`src/rtl/mc_controller_pkg.sv`:
```
// Shared encodings for the multi-cycle MIPS control unit: state codes, opcode/func
// constants and the datapath select encodings driven by the controller.
package mc_controller_pkg;

    typedef enum logic [3:0] {
        S_FETCH  = 4'd0,
        S_DECODE = 4'd1,
        S_EXE    = 4'd2,
        S_WB     = 4'd3,
        S_BR     = 4'd4,
        S_MADR   = 4'd5,
        S_MEM    = 4'd6,
        S_MWB    = 4'd7
    } state_e;

    localparam logic [5:0] OP_RTYPE = 6'b000000;
    localparam logic [5:0] OP_J     = 6'b000010;
    localparam logic [5:0] OP_JAL   = 6'b000011;
    localparam logic [5:0] OP_BEQ   = 6'b000100;
    localparam logic [5:0] OP_ADDI  = 6'b001000;
    localparam logic [5:0] OP_ADDIU = 6'b001001;
    localparam logic [5:0] OP_ORI   = 6'b001101;
    localparam logic [5:0] OP_LUI   = 6'b001111;
    localparam logic [5:0] OP_LW    = 6'b100011;
    localparam logic [5:0] OP_SW    = 6'b101011;

    localparam logic [5:0] FN_SLL   = 6'b000000;
    localparam logic [5:0] FN_SRL   = 6'b000010;
    localparam logic [5:0] FN_SRAV  = 6'b000111;
    localparam logic [5:0] FN_JR    = 6'b001000;
    localparam logic [5:0] FN_ADD   = 6'b100000;
    localparam logic [5:0] FN_ADDU  = 6'b100001;
    localparam logic [5:0] FN_SUBU  = 6'b100011;
    localparam logic [5:0] FN_AND   = 6'b100100;
    localparam logic [5:0] FN_OR    = 6'b100101;
    localparam logic [5:0] FN_XOR   = 6'b100110;

    typedef enum logic [2:0] {
        ALU_ADD  = 3'd0,
        ALU_SUB  = 3'd1,
        ALU_OR   = 3'd2,
        ALU_SRL  = 3'd3,
        ALU_SLL  = 3'd4,
        ALU_XOR  = 3'd5,
        ALU_AND  = 3'd6,
        ALU_SRAV = 3'd7
    } alu_e;

    typedef enum logic [1:0] {
        PC_PLUS4  = 2'd0,
        PC_BRANCH = 2'd1,
        PC_JUMP   = 2'd2,
        PC_GPR    = 2'd3
    } pcsrc_e;

    typedef enum logic [1:0] {
        DST_RT = 2'd0,
        DST_RD = 2'd1,
        DST_RA = 2'd2
    } regdst_e;

    typedef enum logic [1:0] {
        WB_ALU = 2'd0,
        WB_MEM = 2'd1,
        WB_PC4 = 2'd2
    } memtoreg_e;

    typedef enum logic [1:0] {
        EXT_ZERO = 2'd0,
        EXT_LUI  = 2'd1,
        EXT_SIGN = 2'd2
    } extop_e;

    typedef enum logic [3:0] {
        CL_NOP   = 4'd0,
        CL_ALU_R = 4'd1,
        CL_ALU_I = 4'd2,
        CL_BEQ   = 4'd3,
        CL_LW    = 4'd4,
        CL_SW    = 4'd5,
        CL_J     = 4'd6,
        CL_JAL   = 4'd7,
        CL_JR    = 4'd8,
        CL_ILL   = 4'd9
    } cls_e;

endpackage

```
`src/rtl/mc_decode.sv`:
```
// Combinational op/func classifier feeding the controller FSM.
// Zero latency; no flow control.
module mc_decode
    import mc_controller_pkg::*;
(
    input  logic [31:0] instr,
    output cls_e        cls,
    output alu_e        alu_ctrl,
    output extop_e      ext_op,
    output logic        illegal
);

    logic [5:0] op;
    logic [5:0] func;

    assign op   = instr[31:26];
    assign func = instr[5:0];

    always_comb begin
        cls      = CL_ILL;
        alu_ctrl = ALU_ADD;
        ext_op   = EXT_ZERO;
        case (op)
            OP_RTYPE: begin
                case (func)
                    FN_ADD, FN_ADDU: cls = CL_ALU_R;
                    FN_SUBU: begin cls = CL_ALU_R; alu_ctrl = ALU_SUB;  end
                    FN_OR:   begin cls = CL_ALU_R; alu_ctrl = ALU_OR;   end
                    FN_AND:  begin cls = CL_ALU_R; alu_ctrl = ALU_AND;  end
                    FN_XOR:  begin cls = CL_ALU_R; alu_ctrl = ALU_XOR;  end
                    FN_SRL:  begin cls = CL_ALU_R; alu_ctrl = ALU_SRL;  end
                    FN_SRAV: begin cls = CL_ALU_R; alu_ctrl = ALU_SRAV; end
                    // The all-zero word is sll $0,$0,0; treat it as a pure nop.
                    FN_SLL: begin
                        cls      = (instr == 32'd0) ? CL_NOP : CL_ALU_R;
                        alu_ctrl = ALU_SLL;
                    end
                    FN_JR:   cls = CL_JR;
                    default: cls = CL_ILL;
                endcase
            end
            OP_ORI:            begin cls = CL_ALU_I; alu_ctrl = ALU_OR; ext_op = EXT_ZERO; end
            OP_LUI:            begin cls = CL_ALU_I; alu_ctrl = ALU_ADD; ext_op = EXT_LUI; end
            OP_ADDI, OP_ADDIU: begin cls = CL_ALU_I; alu_ctrl = ALU_ADD; ext_op = EXT_SIGN; end
            OP_BEQ:            begin cls = CL_BEQ; alu_ctrl = ALU_SUB; end
            OP_LW:             cls = CL_LW;
            OP_SW:             cls = CL_SW;
            OP_J:              cls = CL_J;
            OP_JAL:            cls = CL_JAL;
            default:           cls = CL_ILL;
        endcase
    end

    assign illegal = (cls == CL_ILL);

endmodule

```
`src/rtl/mc_controller.sv`:
```
// Multi-cycle MIPS control FSM with retired-instruction counter.
// 2-5 cycles per instruction plus memory wait; imem/dmem requests held until rdy.
module mc_controller
    import mc_controller_pkg::*;
#(
    parameter int RETIRE_W = 32
) (
    input  logic                clk,
    input  logic                reset,
    input  logic [31:0]         instr,
    input  logic                zero,
    input  logic                imem_rdy,
    input  logic                dmem_rdy,
    output logic                imem_req,
    output logic                dmem_req,
    output logic                IRWr,
    output logic                PCWr,
    output logic                RegWrite,
    output logic                MemWrite,
    output logic                ALUSrc,
    output logic [1:0]          PCsrc,
    output logic [1:0]          RegDst,
    output logic [1:0]          MemtoReg,
    output logic [1:0]          EXTOp,
    output logic [2:0]          ALUctrl,
    output logic [3:0]          state,
    output logic                illegal,
    output logic [RETIRE_W-1:0] retired
);

    state_e              state_q, state_d;
    logic [RETIRE_W-1:0] retired_q, retired_d;
    logic                retire;

    cls_e   dec_cls;
    alu_e   dec_alu;
    extop_e dec_ext;
    logic   dec_illegal;

    mc_decode u_decode (
        .instr    (instr),
        .cls      (dec_cls),
        .alu_ctrl (dec_alu),
        .ext_op   (dec_ext),
        .illegal  (dec_illegal)
    );

    always_ff @(posedge clk or posedge reset) begin
        if (reset) begin
            state_q   <= S_FETCH;
            retired_q <= '0;
        end else begin
            state_q   <= state_d;
            retired_q <= retired_d;
        end
    end

    always_comb begin
        state_d  = state_q;
        retire   = 1'b0;
        imem_req = 1'b0;
        dmem_req = 1'b0;
        IRWr     = 1'b0;
        PCWr     = 1'b0;
        RegWrite = 1'b0;
        MemWrite = 1'b0;
        ALUSrc   = 1'b0;
        PCsrc    = PC_PLUS4;
        RegDst   = DST_RT;
        MemtoReg = WB_ALU;
        EXTOp    = EXT_ZERO;
        ALUctrl  = ALU_ADD;
        illegal  = 1'b0;
        // Outputs are gated by reset itself so requests drop without waiting for a clock.
        if (!reset) begin
            case (state_q)
                S_FETCH: begin
                    imem_req = 1'b1;
                    if (imem_rdy) begin
                        IRWr    = 1'b1;
                        PCWr    = 1'b1;
                        state_d = S_DECODE;
                    end
                end
                S_DECODE: begin
                    if (dec_illegal) begin
                        illegal = 1'b1;
                        state_d = S_FETCH;
                    end else begin
                        case (dec_cls)
                            CL_ALU_R, CL_ALU_I: state_d = S_EXE;
                            CL_BEQ:             state_d = S_BR;
                            CL_LW, CL_SW:       state_d = S_MADR;
                            CL_J: begin
                                PCWr = 1'b1; PCsrc = PC_JUMP;
                                state_d = S_FETCH; retire = 1'b1;
                            end
                            CL_JAL: begin
                                PCWr = 1'b1; PCsrc = PC_JUMP;
                                RegWrite = 1'b1; RegDst = DST_RA; MemtoReg = WB_PC4;
                                state_d = S_FETCH; retire = 1'b1;
                            end
                            CL_JR: begin
                                PCWr = 1'b1; PCsrc = PC_GPR;
                                state_d = S_FETCH; retire = 1'b1;
                            end
                            default: begin
                                state_d = S_FETCH; retire = 1'b1;
                            end
                        endcase
                    end
                end
                S_EXE, S_WB: begin
                    ALUSrc  = (dec_cls == CL_ALU_I);
                    EXTOp   = dec_ext;
                    ALUctrl = dec_alu;
                    if (state_q == S_EXE) begin
                        state_d = S_WB;
                    end else begin
                        RegWrite = 1'b1;
                        RegDst   = (dec_cls == CL_ALU_R) ? DST_RD : DST_RT;
                        state_d  = S_FETCH;
                        retire   = 1'b1;
                    end
                end
                S_BR: begin
                    ALUctrl = ALU_SUB;
                    if (zero) begin
                        PCWr  = 1'b1;
                        PCsrc = PC_BRANCH;
                    end
                    state_d = S_FETCH;
                    retire  = 1'b1;
                end
                S_MADR: begin
                    ALUSrc  = 1'b1;
                    EXTOp   = EXT_SIGN;
                    state_d = S_MEM;
                end
                S_MEM: begin
                    dmem_req = 1'b1;
                    MemWrite = (dec_cls == CL_SW);
                    if (dmem_rdy) begin
                        if (dec_cls == CL_LW) begin
                            state_d = S_MWB;
                        end else begin
                            state_d = S_FETCH;
                            retire  = 1'b1;
                        end
                    end
                end
                S_MWB: begin
                    RegWrite = 1'b1;
                    MemtoReg = WB_MEM;
                    state_d  = S_FETCH;
                    retire   = 1'b1;
                end
                default: state_d = S_FETCH;
            endcase
        end
    end

    assign retired_d = retire ? retired_q + RETIRE_W'(1) : retired_q;
    assign state     = state_q;
    assign retired   = retired_q;

endmodule

```
`config.mk`:
```
export PLATFORM = sky130hd
export DESIGN_NAME = mc_controller
export DESIGN_NICKNAME = d
export VERILOG_FILES = /design/src/rtl/mc_controller_pkg.sv /design/src/rtl/mc_decode.sv /design/src/rtl/mc_controller.sv
export SDC_FILE = /design/constraint.sdc
export NUM_CORES = 1
export LEC_CHECK = 0
export ABC_CLOCK_PERIOD_IN_PS = 3000
export CORE_MARGIN = 5
export CORE_UTILIZATION = 46
export CTS_BUF_LIST = sky130_fd_sc_hd__clkbuf_16
export CTS_CLUSTER_SIZE = 10
export DETAILED_ROUTE_END_ITERATION = 7
export GPL_ROUTABILITY_DRIVEN = 0
export PLACE_DENSITY = 0.9
export SYNTH_ARGS = -nofsm -noshare
export SYNTH_HDL_FRONTEND = slang
export SYNTH_SLANG_ARGS = --single-unit
```
`constraint.sdc`:
```
create_clock -name clk -period 3 [get_ports clk]
set_input_delay 0.6 -clock clk [delete_from_list [all_inputs] [get_ports clk]]
set_output_delay 0.6 -clock clk [all_outputs]
set_load 0.1 [all_outputs]
```
# Yosys cells after proc, flatten, opt, wreduce, memory -nomap -nowiden
# Cells that the tools add are included.
[totals]
reg_bits = 36
wordCells = 115
[classes]
n_addsub = 1
eq_ne = 36
mux = 60
n_bitwise = 1
n_reduce_logical = 15
[ops]
columns = ["operator", "n"]
rows = [
  ["$eq A6 B6 Y1 const B", 8],
  ["$add A32 B1 Y32 const B", 1],
  ["$eq A4 B3 Y1 const B", 8],
  ["$logic_not A32 Y1", 1],
  ["$eq A6 B4 Y1 const B", 5],
  ["$mux W1", 30],
  ["$pmux W4 S7", 1],
  ["$pmux W2 S2", 6],
  ["$pmux W3 S7", 1],
  ["$pmux W4 S5", 1],
  ["$eq A6 B2 Y1 const B", 3],
  ["$pmux W3 S3", 2],
  ["$eq A4 B2 Y1 const B", 4],
  ["$mux W2", 8],
  ["$eq A6 B3 Y1 const B", 2],
  ["$logic_not A6 Y1", 2],
  ["$pmux W4 S3", 1],
  ["$reduce_or A2 Y1", 6],
  ["$mux W3", 3],
  ["$eq A4 B1 Y1 const B", 2],
  ["$eq A4 B4 Y1 const B", 2],
  ["$mux W4", 2],
  ["$reduce_or A8 Y1", 1],
  ["$pmux W1 S3", 2],
  ["other kinds (10)", 11],
]

# Longest topological paths before layout
[logic_depth]
depth_word = 10
depth_mapped = 9
mapped_depth_nobuf = 7

# Modules after synthesis
# From an unflattened synthesis, not the netlist that was laid out.
[unflattened]
cells_unflattened = 292
hier_area_um2 = 2563.7
[modules_own_cells]
columns = ["mod", "n_inst", "cells_each", "area_each_um2", "seq_area_each_um2"]
rows = [
  ["mc_controller", 1, 225, 2105.8, 875.8],
  ["mc_decode", 1, 67, 457.9, 0.0],
]

# Least setup slack after synthesis
# OpenSTA, ideal clock, no wires.
[synth_path]
kind = "reg2out"
from = "reg state_q[1], in the netlist state[1]"
to = "out MemWrite"
t_arrival_ns = 5.608
required_ns = 2.400
path_slack_ns = -3.208
stages_incl_launch_ff = 4
path_buffers = 1
cell_sequence = "dfrtp_1 -> clkbuf_1 -> nor4b_1 -> and3_1"
[synth_between]
elab_chain_len = 3
[synth_rtl]
columns = ["element", "line_no", "rtl"]
rows = [
  ["start: declaration", "mc_controller.sv:31", "state_e state_q, state_d;"],
  ["start signal: assignment", "mc_controller.sv:53", "state_q <= state_d;"],
  ["$eq A4 B3 Y1", "mc_controller.sv:76", "case (state_q)"],
  ["$mux W1", "mc_controller.sv:76", ""],
  ["$mux W1", "mc_controller.sv:75", "if (!reset) begin"],
  ["end: declaration", "mc_controller.sv:19", "output logic MemWrite,"],
]
# No other way between the ends.

# Worst setup path in the final report
[layout_path]
from = "in instr[23]"
to = "out PCsrc[0]"
[layout_between]
elab_chain_len = 10
elab_cells_between_ends = 13
[layout_rtl]
columns = ["element", "line_no", "rtl"]
rows = [
  ["start: declaration", "mc_controller.sv:10", "input logic [31:0] instr,"],
  ["$logic_not A32 Y1 *", "mc_decode.sv:35", "cls = (instr == 32'd0) ? CL_NOP : CL_ALU_R;"],
  ["$mux W1 *", "mc_decode.sv:35", ""],
  ["$pmux W4 S3 *", "mc_decode.sv:25", "case (func)"],
  ["$pmux W4 S7 *", "mc_decode.sv:23", "case (op)"],
  ["$eq A4 B3 Y1", "mc_controller.sv:90", "case (dec_cls)"],
  ["$reduce_or A2 Y1 (no line)", "-", ""],
  ["$pmux W2 S2", "mc_controller.sv:90", ""],
  ["$mux W2 *", "mc_controller.sv:86", "if (dec_illegal) begin"],
  ["$pmux W2 S2 *", "mc_controller.sv:76", ""],
  ["$mux W2 *", "mc_controller.sv:75", ""],
  ["end: declaration", "mc_controller.sv:21", "output logic [1:0] PCsrc,"],
]
# Mark *: on every way between the ends. The rest lies on a longest branch, timed or not.

==> results.sh <==
export IMPL_die_w_um=85.6
export IMPL_vias=2832
export IMPL_leading_cell_type_by_number_of_instances_after_synthesis="sky130_fd_sc_hd__dfrtp_1"
export IMPL_netlist_top_cells_count="sky130_fd_sc_hd__dfrtp_1 (35), sky130_fd_sc_hd__xor2_1 (25), sky130_fd_sc_hd__nand2_1 (22)"
export IMPL_yosysWarningCount=0
export IMPL_crit_path_end_kind="primary output"
export IMPL_postLayoutCellArea_um2=4340
export IMPL_power_ir_vdd_worst_v=0.000399
export IMPL_final_hold_violation_count=0
export IMPL_synth_cells=288
export IMPL_wl_per_cell_um=19.4
export IMPL_placedInstanceArea_um2=4070
export IMPL_initial_util_pct=47.5
export IMPL_cts_reportedPaths_clkPinSlew_ns=0.05
export IMPL_drcViolationCount=0
export IMPL_drive_above_1_share_pct=47.8
export IMPL_share_of_synthesized_flip_flops_with_an_asynchronous_set_or_reset_pct=100
export IMPL_multiInputGateArea_um2=1860
export IMPL_hold_path_class="register to register"
export IMPL_yosys_register_bits=35
export IMPL_clkSinkCount=35
export IMPL_gr_usage_all_layers_pct=24.4
export IMPL_cts_root_buf="sky130_fd_sc_hd__clkbuf_16"
export IMPL_layout_nets=451
export IMPL_met3RoutedLength_um=577
export IMPL_critPathLaunchType="input pin"
export IMPL_period_share_pct=106
export IMPL_failed_checks="setup timing"
export IMPL_worst_path_max_fanout=2
export IMPL_slew_violations=0
export IMPL_globalRouteOverflowTotal=0
export IMPL_num_antenna_cells=0
export IMPL_detailedRoute_firstIterationViolations=148
export IMPL_critical_path_slowest_cell="sky130_fd_sc_hd__nor4_2"
export IMPL_cts_tree="built"
export IMPL_pin_count=92
export IMPL_synth_top_area_share_pct=33.3
export IMPL_utilization_pct=78.3
export IMPL_post_syn_area_per_cell_um2=9.14
export IMPL_grt_setup_unrepaired="true"
export IMPL_yosys_top_cells_area="sky130_fd_sc_hd__dfrtp_1 (33%), sky130_fd_sc_hd__xor2_1 (8.3%), sky130_fd_sc_hd__nor3_1 (4.0%), sky130_fd_sc_hd__nor4_2 (3.3%), sky130_fd_sc_hd__xnor2_1 (3.3%)"
export IMPL_final_min_clock_period_ns=3.18
export IMPL_top_layer_used="met4"
export IMPL_die_height_um=85.6
export IMPL_design_core_area_um2=5540
export IMPL_via_count_of_the_first_global_routing_pass=2875
export IMPL_detailroute_wirelength_met2_mm=5.01
export IMPL_leakage_nw=1.96
export IMPL_route_final_wire_length_mm=9.44
export IMPL_skew_ns=0.00339
export IMPL_cp_required_ns=2.40
export IMPL_clock_insertion_delay_worst_skew_ns=0.28
export IMPL_area_sequential_um2=880
export IMPL_htreeDepth=2
export IMPL_critical_path_class="input pin to primary output"
export IMPL_placement_rows=27
export IMPL_dominantRegCellSynth="sky130_fd_sc_hd__dfrtp_1"
export IMPL_seq_area_frac_synth_pct=33.3
export IMPL_fp_dieArea_um2=7330
export IMPL_timing_critical_path_cells="clkbuf_2, nor4_2, nand3_1, o211ai_2, nand3_2, or2_4, buf_6, nand3b_1, a211oi_4, buf_12"
export IMPL_worst_endpoint_arrival_ns=2.58
export IMPL_number_of_maximum_capacitance_constraint_violations=0
export IMPL_layout_area_overhead_vs_synth_pct=65.0
export IMPL_status="finished with violations"
export IMPL_post_dp_hpwl_mm=6.52
export IMPL_synth_distinct_cells=56
export IMPL_pwr_density_cell_nw_per_um2=601
export IMPL_clockBufferDepth=2
export IMPL_post_synth_instance_area_um2=2630
export IMPL_synthDominantAreaCellType="sky130_fd_sc_hd__dfrtp_1"
export IMPL_mappedNetlistNets=326
export IMPL_buffer_ports_inserted=90
export IMPL_m1WireLength_mm=3.35
export IMPL_route_antenna_remaining_nets=0
export IMPL_drt_vias_per_instance=5.83
export IMPL_initial_antenna_violation_count=0
export IMPL_n_fill_cell=333
export IMPL_post_layout_worst_setup_margin_ns=-0.175
export IMPL_final_setup_violation_count=7
export IMPL_cts_hold_repair_buffers=0
export IMPL_dr_pass1_iters=4
export IMPL_synth_enable_flop_cells=0
export IMPL_worst_slew_pin_transition_ns=0.628
export IMPL_max_freq_mhz=315
export IMPL_grt_start_max_net_pins=40
export IMPL_maxSlewHeadroom_pct=58.0
export IMPL_first_pass_grt_wire_length_mm=14.4
export IMPL_numCtsBuffers=5
export IMPL_worst_path_max_stage_delay_ns=0.36
-- timing repair --
action / 4_1_cts / 5_1_grt
setup buffers: 3 / 3
gates cloned: 0 / 0
pin swaps: 18 / 17
resized for setup: 113 / 21
endpoints found under the setup margin: 13 / 9
-- power by group --
group	switching, mW	internal, mW
logic	0.993	0.476
clock network	0.189	0.302
registers	0.126	0.522
-- kinds of logic (layout without fill, tap and decap cells) --
family,count (synthesis),count (layout),share of synthesized area [%]
AOI/OAI and AO/OA,38,38,10.5
xor gates and xnor gates,35,35,11.6
adders and majority gates,2,2,0.856
buffers and inverters,30,156,6.37
DFF,35,35,33.3
muxes,1,1,0.428
other,1,1,0.143
and+or+nand+nor,146,146,36.8
-- registers in the layout, indices dropped and copies added (netlist names) --
signal,flops
state,3
retired,32
-- per-stage QoR --
step	power (mW)	std cells	TNS [ns]	worst slack, ns	hold slack [ns]
after floorplan	1.66	288	-1.31	-0.438	0.568
after global placement	2.05	472	-2.23	-0.449	0.457
after detailed placement	2.08	472	-2.86	-0.493	0.479
after CTS	2.58	483	-0.429	-0.174	0.491
after global routing	2.71	486	-0.900	-0.262	0.505
final	2.61	486	-0.520	-0.175	0.490
-- critical path, delay by kind of cell --
kind | cells | cell delay, ns
compound gates | 2 | 0.50
buf+inv | 3 | 0.44
simple gates | 5 | 1.04
-- layout make-up --
class,count,area share (%)
Tap cell,72,2.08
Timing Repair Buffer,138,30.7
Multi-Input combinational cell,223,42.8
Clock buffer,5,2.88
Inverter,10,0.951
Sequential cell,35,20.3
Clock inverter,3,0.346
-- layout by cell type, fill, tap and decap left out, types with 12 or more instances in the layout --
master and instances:
sky130_fd_sc_hd__buf_12 21, sky130_fd_sc_hd__buf_2 15, sky130_fd_sc_hd__buf_4 77, sky130_fd_sc_hd__dfrtp_1 32, sky130_fd_sc_hd__nand2_1 22, sky130_fd_sc_hd__nand3_1 12
sky130_fd_sc_hd__nor2_1 14, sky130_fd_sc_hd__nor3_1 16, sky130_fd_sc_hd__xor2_1 25
-- routing by layer --
| metal | vias up | GRT usage, % |
|---|---|---|
| li1 | 1281 | - |
| met1 | 1368 | 28.4 |
| met2 | 142 | 45.0 |
| met3 | 41 | 3.94 |
| met4 | 0 | 8.78 |
| met5 | - | 0 |
-- path summary, 6_finish.rpt --
path / from / cells past startpoint / slack, ns / end
worst max-delay path: instr[23] / 10 / -0.18 / PCsrc[0]
worst min-delay path: retired[6] / 1 / 0.49 / retired[6]
worst max register to register: state[0] / 6 / 0.49 / retired[10]
worst min register to register: retired[6] / 1 / 0.49 / retired[6]
max in group asynchronous: reset / 3 / 1.62 / state[0]
min in group asynchronous: reset / 3 / 1.03 / retired[1]
Power figures use the tool's default switching activity.
